==> src/rtl/frame_ctrl.sv <==
// Register-window frame controller: frame pointer, frame-offset stack,
// window-to-physical address mapping and FP-move controls for the regfile.
//
// Ports:
//   Clock, Reset          posedge clock, async active-high reset
//   Call, Rtn, Frame_Off  decoded frame requests (sampled in IDLE only)
//   Win_Rd/Rs/Rm          window register numbers from decode
//   Rd_Wen_In, Rs_Wen_In  decode write enables
//   Rd/Rs/Rm_Addr         physical addresses (old FP + window, mod 16)
//   Actual_Rd/Rs/Rm       window numbers to regfile (Rs = offset on a move)
//   Rd_Wen, Rs_Wen        gated write enables
//   New_FP, FP_move       FP after this edge and move strobe
//   FP_push_up            1 for CALL, 0 for RTN
//   Busy, Fault           hold request / sticky frame fault
//   FP, Depth             registered frame pointer and stack occupancy
module frame_ctrl #(
  parameter logic [3:0] RESET_FP = 4'd8,
  parameter int         DEPTH    = 4
) (
  input  logic       Clock,
  input  logic       Reset,
  input  logic       Call,
  input  logic       Rtn,
  input  logic [2:0] Frame_Off,
  input  logic [2:0] Win_Rd,
  input  logic [2:0] Win_Rs,
  input  logic [2:0] Win_Rm,
  input  logic       Rd_Wen_In,
  input  logic       Rs_Wen_In,
  output logic [3:0] Rd_Addr,
  output logic [3:0] Rs_Addr,
  output logic [3:0] Rm_Addr,
  output logic [2:0] Actual_Rd,
  output logic [2:0] Actual_Rs,
  output logic [2:0] Actual_Rm,
  output logic       Rd_Wen,
  output logic       Rs_Wen,
  output logic [3:0] New_FP,
  output logic       FP_move,
  output logic       FP_push_up,
  output logic       Busy,
  output logic       Fault,
  output logic [3:0] FP,
  output logic [3:0] Depth
);

  localparam int         AW   = (DEPTH > 1) ? $clog2(DEPTH) : 1;
  localparam logic [3:0] DMAX = 4'(DEPTH);

  typedef enum logic [1:0] {
    S_IDLE,
    S_SETTLE,
    S_FAULT
  } state_t;

  state_t     state_q, state_d;
  logic [3:0] fp_q, fp_d;
  logic [3:0] depth_q, depth_d;
  logic [2:0] stack_q [DEPTH];
  logic [2:0] stack_d [DEPTH];

  logic [AW-1:0] push_idx;
  logic [AW-1:0] top_idx;
  logic [2:0]    top_off;
  logic          call_ok;
  logic          rtn_ok;

  // Push slot is the current depth; top of stack sits one below it.
  assign push_idx = depth_q[AW-1:0];
  assign top_idx  = AW'(depth_q - 4'd1);
  assign top_off  = stack_q[top_idx];

  assign call_ok = Call && !Rtn
                && (Frame_Off != 3'd0)
                && ({1'b0, Frame_Off} <= fp_q)
                && (depth_q < DMAX);
  assign rtn_ok  = Rtn && !Call && (depth_q != 4'd0);

  // Addresses always use the old FP, even in a move cycle.
  assign Rd_Addr   = fp_q + {1'b0, Win_Rd};
  assign Rs_Addr   = fp_q + {1'b0, Win_Rs};
  assign Rm_Addr   = fp_q + {1'b0, Win_Rm};
  assign Actual_Rd = Win_Rd;
  assign Actual_Rm = Win_Rm;
  assign FP        = fp_q;
  assign Depth     = depth_q;
  assign Fault     = (state_q == S_FAULT);

  always_comb begin
    state_d    = state_q;
    fp_d       = fp_q;
    depth_d    = depth_q;
    stack_d    = stack_q;
    New_FP     = fp_q;
    FP_move    = 1'b0;
    FP_push_up = 1'b0;
    Actual_Rs  = Win_Rs;
    Rd_Wen     = 1'b0;
    Rs_Wen     = 1'b0;
    Busy       = 1'b1;
    unique case (state_q)
      S_IDLE: begin
        Busy = 1'b0;
        if (call_ok) begin
          FP_move           = 1'b1;
          FP_push_up        = 1'b1;
          New_FP            = fp_q - {1'b0, Frame_Off};
          Actual_Rs         = Frame_Off;
          Rd_Wen            = Rd_Wen_In;
          fp_d              = New_FP;
          depth_d           = depth_q + 4'd1;
          stack_d[push_idx] = Frame_Off;
          state_d           = S_SETTLE;
        end else if (rtn_ok) begin
          FP_move   = 1'b1;
          New_FP    = fp_q + {1'b0, top_off};
          Actual_Rs = top_off;
          Rd_Wen    = Rd_Wen_In;
          fp_d      = New_FP;
          depth_d   = depth_q - 4'd1;
          state_d   = S_SETTLE;
        end else if (Call || Rtn) begin
          state_d = S_FAULT;
        end else begin
          Rd_Wen = Rd_Wen_In;
          Rs_Wen = Rs_Wen_In;
        end
      end
      S_SETTLE: state_d = S_IDLE;
      S_FAULT:  state_d = S_FAULT;
      default:  state_d = S_FAULT;
    endcase
  end

  always_ff @(posedge Clock or posedge Reset) begin
    if (Reset) begin
      state_q <= S_IDLE;
      fp_q    <= RESET_FP;
      depth_q <= 4'd0;
      for (int i = 0; i < DEPTH; i++) stack_q[i] <= 3'd0;
    end else begin
      state_q <= state_d;
      fp_q    <= fp_d;
      depth_q <= depth_d;
      stack_q <= stack_d;
    end
  end

endmodule

==> config.mk <==
export PLATFORM = sky130hd
export DESIGN_NAME = frame_ctrl
export DESIGN_NICKNAME = d
export VERILOG_FILES = /design/src/rtl/frame_ctrl.sv
export SDC_FILE = /design/constraint.sdc
export NUM_CORES = 1
export LEC_CHECK = 0
export CAP_MARGIN = 40
export CORE_ASPECT_RATIO = 0.75
export CORE_UTILIZATION = 25
export DETAILED_ROUTE_END_ITERATION = 8
export PLACE_DENSITY = 0.56
export SLEW_MARGIN = 20
export SYNTH_ARGS = -nofsm -noshare
export SYNTH_HDL_FRONTEND = slang
export SYNTH_SLANG_ARGS = --single-unit
==> constraint.sdc <==
create_clock -name Clock -period 5.15 [get_ports Clock]
set_input_delay 0.515 -clock Clock [delete_from_list [all_inputs] [get_ports Clock]]
set_output_delay 0.515 -clock Clock [all_outputs]
set_load 0.01 [all_outputs]
==> qor.yml <==
global_route:
  grt_pass1_wl_um: 7400
  grt_start_max_net_pins: 19
  grt-ovfl-total: 0
  grt_pass1_vias: 1386
  antenna_found_initial: 0
  grtUsageTotal: 0.130
drt:
  routed-wl-met3_um: 239
  drc: 0
  num_vias: 1423
  wl_um: 4520
  drtIter0Drc: 57
  ant_nets: 0
  met1_length_um: 2090
  top_layer: "met4"
  wl_met2_um: 2160
  drtPass1Iterations: 4
  wl_per_cell_um: 14.4
  via_per_inst: 4.53
setup_path:
  r2r-start: "Depth[0]$_DFFE_PP0P_"
  path_cells: "inv_1 > ha_1 > mux4_2 > ha_1 > inv_1 > fa_1 > a22oi_1 > o22a_1 > clkdlybuf4s50_1"
  crit_type: "reg -> out"
  cpMaxStageDelayCell: "mux4_2"
  cp_max_fo: 8
  end_kind: "output pin"
  crit_start: "Depth[0]$_DFFE_PP0P_"
  required_ps: 4640
  cpPeakStageDelay_ps: 570
  worstPathArrival_ps: 3620
  worstSetupStartpointType: "flop"
clocking:
  postCtsSetupRepairBufs: 0
  cts.sinks: 22
  clk_latency_ps: 270
  cts_htree_levels: 1
  cts_resized: 0
  cts-root-buf: "clkbuf_8"
  numCtsBuffers: 3
  cts_tree: "yes"
  path_clk_slew_ps: 90
  ctsHoldBuffers: 0
  clk_path_buf_depth: 2
pwr:
  leakage_nw: 1.09
  fin_total_pwr_mw: 0.467
  vdd.ir_drop.worst_mv: 0.0964
  powerDensity_mw_per_mm2: 187
sta:
  drv_slew: 0
  skew_ps: 2.11
  hold_viol_final: 0
  timing.final.crit_share: 0.802
  fin_crit_ps: 4130
  finalSetupViolCount: 0
  worst_slack_ps: 1020
  tightest_slew_ps: 564
  slew_headroom: 0.623
  whs_ps: 455
  tns_ps: 0
  rsz0062_at_grt: "false"
  max_freq_mhz: 242
place:
  port-buffer-count: 56
  gp_congestion: 0.746
  dpl-instance-area_sq_mm: 0.00242
  dp_slack_ps: 1160
  post-dp-hpwl_um: 3640
yosys:
  syn-cell-area_sq_mm: 0.00179
  synth_compound_area_frac: 0.152
  synthTopCellsByArea: "dfrtp_1, ha_1, mux2_2"
  synth_top_area_frac: 0.294
  synth_fa_ha_area_frac: 0.189
  synth_top_cell_by_area: "dfrtp_1"
  synth_top_family_by_area: "adder cells"
  synth-simple-area-share: 0.103
  postSynthCellCount: 164
  ys.flop_type: "dfrtp_1"
  synth_cell_types: 39
  ys_async_sr_fraction: 1.00
  synth_seq_area_share: 0.309
  syn_area_per_cell_sq_um: 10.9
  synth_edf_count: 0
  ys_ff_latch: 22
  synth_xor_area_frac: 0.0490
  synth_nets: 206
  yosysWarnings: 0
  muxShareOfSynthArea: 0.113
cells_and_area:
  insertedDiodeCount: 0
  area_growth_pct: 39.4
  final_cell_mix: "clkdlybuf4s50_1, dfrtp_1, inv_1"
  final_common_cell: "clkdlybuf4s50_1"
  final_cell_area_sq_mm: 0.00249
  n_fill_cell: 688
  fin_nets: 259
  drive_gt1_frac: 0.144
floorplanning:
  core_sq_mm: 0.00686
  rows: 26
  io_pins: 57
  die_h_um: 75.2
  die_x_um: 99.6
  die_area_sq_mm: 0.00749
  start_util: 0.260
job:
  max-cap-violations: 0
status:
  status: "finished, final reports clean"
min_path:
  hold_path.class: "in -> async"
==> path summary, 6_finish.rpt <==
| path | slack [ps] | endpoint | depth (start not counted) |
|---|---|---|---|
| max | 1020 | New_FP[1] | 9 |
| min reg2reg | 500 | state_q[1]$_DFFE_PP0P_ | 2 |
| min | 450 | state_q[1]$_DFFE_PP0P_ | 2 |
| max in group asynchronous | 4300 | stack_q[1]$_DFFE_PP0P_ | 3 |
| min in group Clock | 500 | state_q[1]$_DFFE_PP0P_ | 2 |
| max reg2reg | 2280 | FP[1]$_DFF_PP0_ | 8 |
==> cell type report <==
cell class / instances / area [sq um] / area share
multi-input combinational: 111 / 1080 / 0.435
timing repair buffer: 58 / 583 / 0.234
sequential: 22 / 552 / 0.221
tap: 98 / 123 / 0.0492
inverter: 21 / 78.8 / 0.0316
clock buffer: 3 / 41.3 / 0.0166
clock inverter: 1 / 30.0 / 0.0121
==> per-stage QoR <==
step / utilization / std cells
4_1_cts: 0.363 / 314
5_1_grt: 0.363 / 314
3_5_place_dp: 0.353 / 310
2_1_floorplan: - / 164
6_report: 0.363 / 314
3_3_place_gp: 0.350 / 309
==> critical path: cells and delay by family, from the launching register on <==
| family | cells | cell delay (ps) |
|---|---|---|
| fa+ha+maj | 3 | 1090 |
| flops | 1 | 550 |
| compound gates | 2 | 360 |
| mux | 1 | 570 |
| buf+inv | 3 | 770 |
==> report_power, final <==
part           leakage [nW]  internal (mW)  switching [mW]
sequential            0.286          0.175         0.00486
clock                0.0357          0.104          0.0608
combinational         0.773         0.0673          0.0550
==> synth_stat cells (all sizes together) (3+ instances only) <==
cell type  number
inv            21
a2bb2oi         5
dfrtp          21
o21ai           5
ha             19
nand2           4
mux2           12
nor2            8
buf             9
a21oi           8
fa              5
mux4            3
xnor2           9
nand3           5
a21o            3
o22ai           5
==> kinds of logic after synthesis <==
family / Yosys count
mux: 15
flops: 22
simple gates: 25
compound gates: 37
buf+inv: 31
xor+xnor: 10
fa+ha+maj: 24
==> state kept, by name, indices dropped and copies added (netlist names) <==
register	flops
stack_q	12
Depth	4
state_q	2
FP	4
==> per-layer routing <==
layer / vias up / global-route usage
li1: 683 / -
met1: 693 / 0.176
met2: 43 / 0.217
met3: 4 / 0.0306
met4: 0 / 0.0245
met5: - / 0
Note: power is estimated with default switching activity, not from simulation.
